<file path="src/rtl/decode.sv">
// rtl/decode.sv - UART byte-stream command decoder feeding the SDRAM write FIFO
module decode #(
  parameter logic [7:0] WR_CMD = 8'h55,
  parameter logic [7:0] RD_CMD = 8'hAA,
  parameter int         WR_LEN = 4
) (
  input  logic       clk,
  input  logic       rst_n,
  input  logic [7:0] rx_data,
  input  logic       rx_flag,
  output logic       wr_trig,
  output logic       rd_trig,
  output logic       wfifo_wr_en,
  output logic [7:0] wfifo_wr_data
);

  typedef enum logic {IDLE, WR_DATA} state_t;

  localparam logic [7:0] LAST_IDX = 8'(WR_LEN - 1);

  state_t     state_q, state_d;
  logic [7:0] cnt_q, cnt_d;
  logic       wr_en_q, wr_en_d;
  logic [7:0] wr_data_q, wr_data_d;
  logic       wr_pend_q, wr_pend_d;
  logic       wr_trig_q, wr_trig_d;
  logic       rd_pend_q, rd_pend_d;
  logic       rd_trig_q, rd_trig_d;
  logic       rd_req;

  always_ff @(posedge clk) begin
    if (rst_n) begin
      state_q   <= IDLE;
      cnt_q     <= '0;
      wr_en_q   <= 1'b0;
      wr_data_q <= '0;
      wr_pend_q <= 1'b0;
      wr_trig_q <= 1'b0;
      rd_pend_q <= 1'b0;
      rd_trig_q <= 1'b0;
    end else begin
      state_q   <= state_d;
      cnt_q     <= cnt_d;
      wr_en_q   <= wr_en_d;
      wr_data_q <= wr_data_d;
      wr_pend_q <= wr_pend_d;
      wr_trig_q <= wr_trig_d;
      rd_pend_q <= rd_pend_d;
      rd_trig_q <= rd_trig_d;
    end
  end

  always_comb begin
    state_d   = state_q;
    cnt_d     = cnt_q;
    wr_en_d   = 1'b0;
    wr_data_d = wr_data_q;
    wr_pend_d = 1'b0;
    wr_trig_d = wr_pend_q;
    rd_req    = 1'b0;

    case (state_q)
      IDLE: begin
        if (rx_flag) begin
          if (rx_data == WR_CMD) begin
            state_d = WR_DATA;
            cnt_d   = '0;
          end else if (rx_data == RD_CMD) begin
            rd_req = 1'b1;
          end
        end
      end
      WR_DATA: begin
        if (rx_flag) begin
          wr_en_d   = 1'b1;
          wr_data_d = rx_data;
          if (cnt_q == LAST_IDX) begin
            state_d   = IDLE;
            cnt_d     = '0;
            wr_pend_d = 1'b1;
          end else begin
            cnt_d = cnt_q + 8'd1;
          end
        end
      end
      default: state_d = IDLE;
    endcase

    // A read landing on the write-trigger cycle slips one cycle so the two triggers never overlap.
    rd_pend_d = rd_req & (wr_pend_q | rd_pend_q);
    rd_trig_d = rd_pend_q | (rd_req & ~wr_pend_q & ~rd_pend_q);
  end

  assign wr_trig       = wr_trig_q;
  assign rd_trig       = rd_trig_q;
  assign wfifo_wr_en   = wr_en_q;
  assign wfifo_wr_data = wr_data_q;

endmodule

</file>
<file path="config.mk">
export PLATFORM = sky130hd
export DESIGN_NAME = decode
export DESIGN_NICKNAME = d
export VERILOG_FILES = /design/src/rtl/decode.sv
export SDC_FILE = /design/constraint.sdc
export NUM_CORES = 1
export LEC_CHECK = 0
export CORE_UTILIZATION = 52
export DETAILED_ROUTE_END_ITERATION = 16
export GPL_ROUTABILITY_DRIVEN = 0
export MAX_ROUTING_LAYER = met4
export PLACE_DENSITY_LB_ADDON = 0.3
export SLEW_MARGIN = 25
export SYNTH_ARGS = -nofsm -noshare
export SYNTH_HDL_FRONTEND = slang
export SYNTH_SLANG_ARGS = --single-unit
</file>
<file path="constraint.sdc">
create_clock -name clk -period 2.85 [get_ports clk]
set_input_delay 0.4275 -clock clk [delete_from_list [all_inputs] [get_ports clk]]
set_output_delay 0.4275 -clock clk [all_outputs]
set_load 0.01 [all_outputs]
</file>
==> results.ini <==
[final_layout]
layout_commonest_cell=nand2_1
nets=147
antenna_cells=0
syn2layout_area_growth_pct=29.1
final_layout_size_suffix_gt1_share_pct=11.2
final_cell_mix=nand2_1 (24), dfxtp_1 (22), clkdlybuf4s50_1 (21)

[route]
vias_per_cell=5.70
highest_layer=met4
ant_nets=0
wl_met3_um=93
drc_errors=0
wire_per_inst_um=12.5
wl_um=1990
drt_iter0_drc=29
num_vias=906
first_pass_iters=4
met1_length_um=917
met2_length_um=969

[clock_tree]
hold_buffers=0
clock-root-buffer=clkbuf_4
post_cts_buffers=0
clk_path_buf_depth=2
cts_sinks=22
cts.repair.resized=0
h-tree-depth=1
clkLatencyLatePin_ns=0.30
cts_made_buffers=3
cts_tree=built
path_clk_slew_ns=0.12

[min_path]
hold_depth=2
hp-class=flip-flop to flip-flop
min_from=rd_pend_q$_SDFF_PP0_
hold_end=rd_trig$_SDFF_PP0_

[worst_setup_path]
path_class=input pin to flip-flop
critical_path_required_ns=3.11
worstPathMaxFanout=11
timing.rr.start=cnt_q[0]$_SDFFE_PP0P_
reg2reg_slack_ns=1.23
worst-endpoint-arrival_ns=2.00
endpoint_kind=flip-flop
ff2ff_path_depth=5
rr_endpoint=cnt_q[4]$_SDFFE_PP0P_
crit_path_start_kind=input pin

[die]
start_util_pct=56.2
num_io_pins=22
floorplan.die_area_um2=2060
die_y_um=45.4
core_region_area_um2=1750
fp-row-count=15
die_x_um=45.4

[sta]
min_period_ns=1.74
hold_violations=0
max_freq_mhz=574
slew_violations=0
fin_worst_skew_ns=0.00837
finalSetupViolCount=0
tns_ns=0
rsz0062_at_grt=false
maxSlewHeadroom_pct=75.5
tightestPinTransition_ns=0.366
period_share_pct=61.2
whs_ns=0.461

[yosys]
syn_inst=112
synth_area_per_cell_um2=8.76
ys.warnings.count=0
synth_cell_type_count=32
synth_area_um2=981
synth-seq-cells=22
syn-num-nets=124
yosysSeqAreaShare_pct=44.9

[global_route]
antenna_found_initial=0
grt_pass1_wl_um=3310
gr-total-overflow=0
grt_max_degree=14
grt_pass1_vias=773
grtUsageTotal_pct=22.8

[run_status]
status=finished clean

[placed_design]
detailed_place_hpwl_um=1550
port_buffers=21

[run]
maxCapViolations=0

[power]
cellLeakagePower_uw=0.000475
ir_worst_vdd_mv=0.515
power_density_nw_per_um2=451

[state kept, by name (all words and copies together), names as in the netlist]
register / cells
state_q: 1
wr_trig: 1
wr_pend_q: 1
wfifo_wr_data: 8
rd_pend_q: 1
rd_trig: 1
wfifo_wr_en: 1
cnt_q: 8
[power by group]
group	internal [uW]	total, uW	switching [uW]	leakage (uW)
combinational	16.7	29.6	12.9	0.000270
clock	142	234	91.9	0.0000279
sequential	308	308	0.110	0.000177
[per-layer routing]
metal / vias up / track usage [%]
met1: 438 / 29.7
met5: - / -
met3: 2 / 3.97
li1: 442 / -
met4: 0 / 7.27
met2: 24 / 35.7
[logic make-up after synthesis]
group | Yosys count | synth area share [%]
flops | 22 | 44.9
compound gates | 20 | 13.8
mux | 2 | 2.17
fa+ha+maj | 1 | 1.28
buf+inv | 5 | 2.04
simple gates | 62 | 35.8
[critical path: stages]
cell	delay, ns
clkdlybuf4s50_1	0.56
nand2_1	0.27
a211o_2	0.43
nor3_1	0.18
a221o_1	0.12
[worst max path at each step]
stage | startpoint | endpoint | slack (ns) | cells after the start
2_1_floorplan | cnt_q[0]$_SDFFE_PP0P_ | cnt_q[6]$_SDFFE_PP0P_ | 1.42 | 5
3_3_place_gp | rx_flag | cnt_q[7]$_SDFFE_PP0P_ | 0.86 | 5
3_5_place_dp | rx_flag | cnt_q[5]$_SDFFE_PP0P_ | 0.79 | 5
4_1_cts | rx_flag | cnt_q[5]$_SDFFE_PP0P_ | 1.12 | 5
5_1_grt | rx_flag | cnt_q[3]$_SDFFE_PP0P_ | 1.00 | 5
6_report | rx_flag | cnt_q[3]$_SDFFE_PP0P_ | 1.11 | 5
[final cells by class]
cell class	count	area, um2
multi-input cells	85	520
fillers	137	479
flip-flops and latches	22	440
repair buffers	22	218
well taps	25	31.3
clock inverters	1	30.0
clock buffers	3	22.5
inverters	1	3.75
[metrics by stage]
step / cells / power [uW] / worst slack (ns) / cell area [um2] / util (%)
global route: 159 / 593 / 1.00 / 1270 / 72.5
detailed placement: 155 / 344 / 0.790 / 1210 / 69.5
finish: 159 / 571 / 1.11 / 1270 / 72.5
global placement: 155 / 343 / 0.856 / 1210 / 69.5
floorplan: 112 / 323 / 1.42 / 981 / -
CTS: 159 / 575 / 1.12 / 1270 / 72.5
[cells in the mapped netlist, drive strengths merged]
| cell | number | share of area (%) |
|---|---|---|
| and4 | 1 | 1.0 |
| mux2 | 1 | 1.1 |
| nor2b | 2 | 1.3 |
| nor4 | 1 | 0.64 |
| a221o | 1 | 1.0 |
| mux2i | 1 | 1.0 |
| dfxtp | 22 | 45 |
| a211o | 5 | 4.6 |
| a21o | 1 | 0.77 |
| and2 | 4 | 2.7 |
| nand3 | 6 | 3.1 |
| a21oi | 13 | 7.4 |
| and4bb | 2 | 2.6 |
| nor4b | 2 | 3.3 |
| inv | 1 | 0.38 |
| nor2 | 2 | 0.77 |
| and3 | 5 | 3.2 |
| nor3 | 7 | 4.1 |
| clkbuf | 2 | 0.77 |
| ha | 1 | 1.3 |
| or3 | 2 | 1.3 |
| or2 | 1 | 0.64 |
| nand2b | 2 | 1.3 |
| nand2 | 24 | 9.2 |
| buf | 2 | 0.89 |
| nand4b | 1 | 0.89 |
Note: power is estimated with default switching activity, not from simulation.
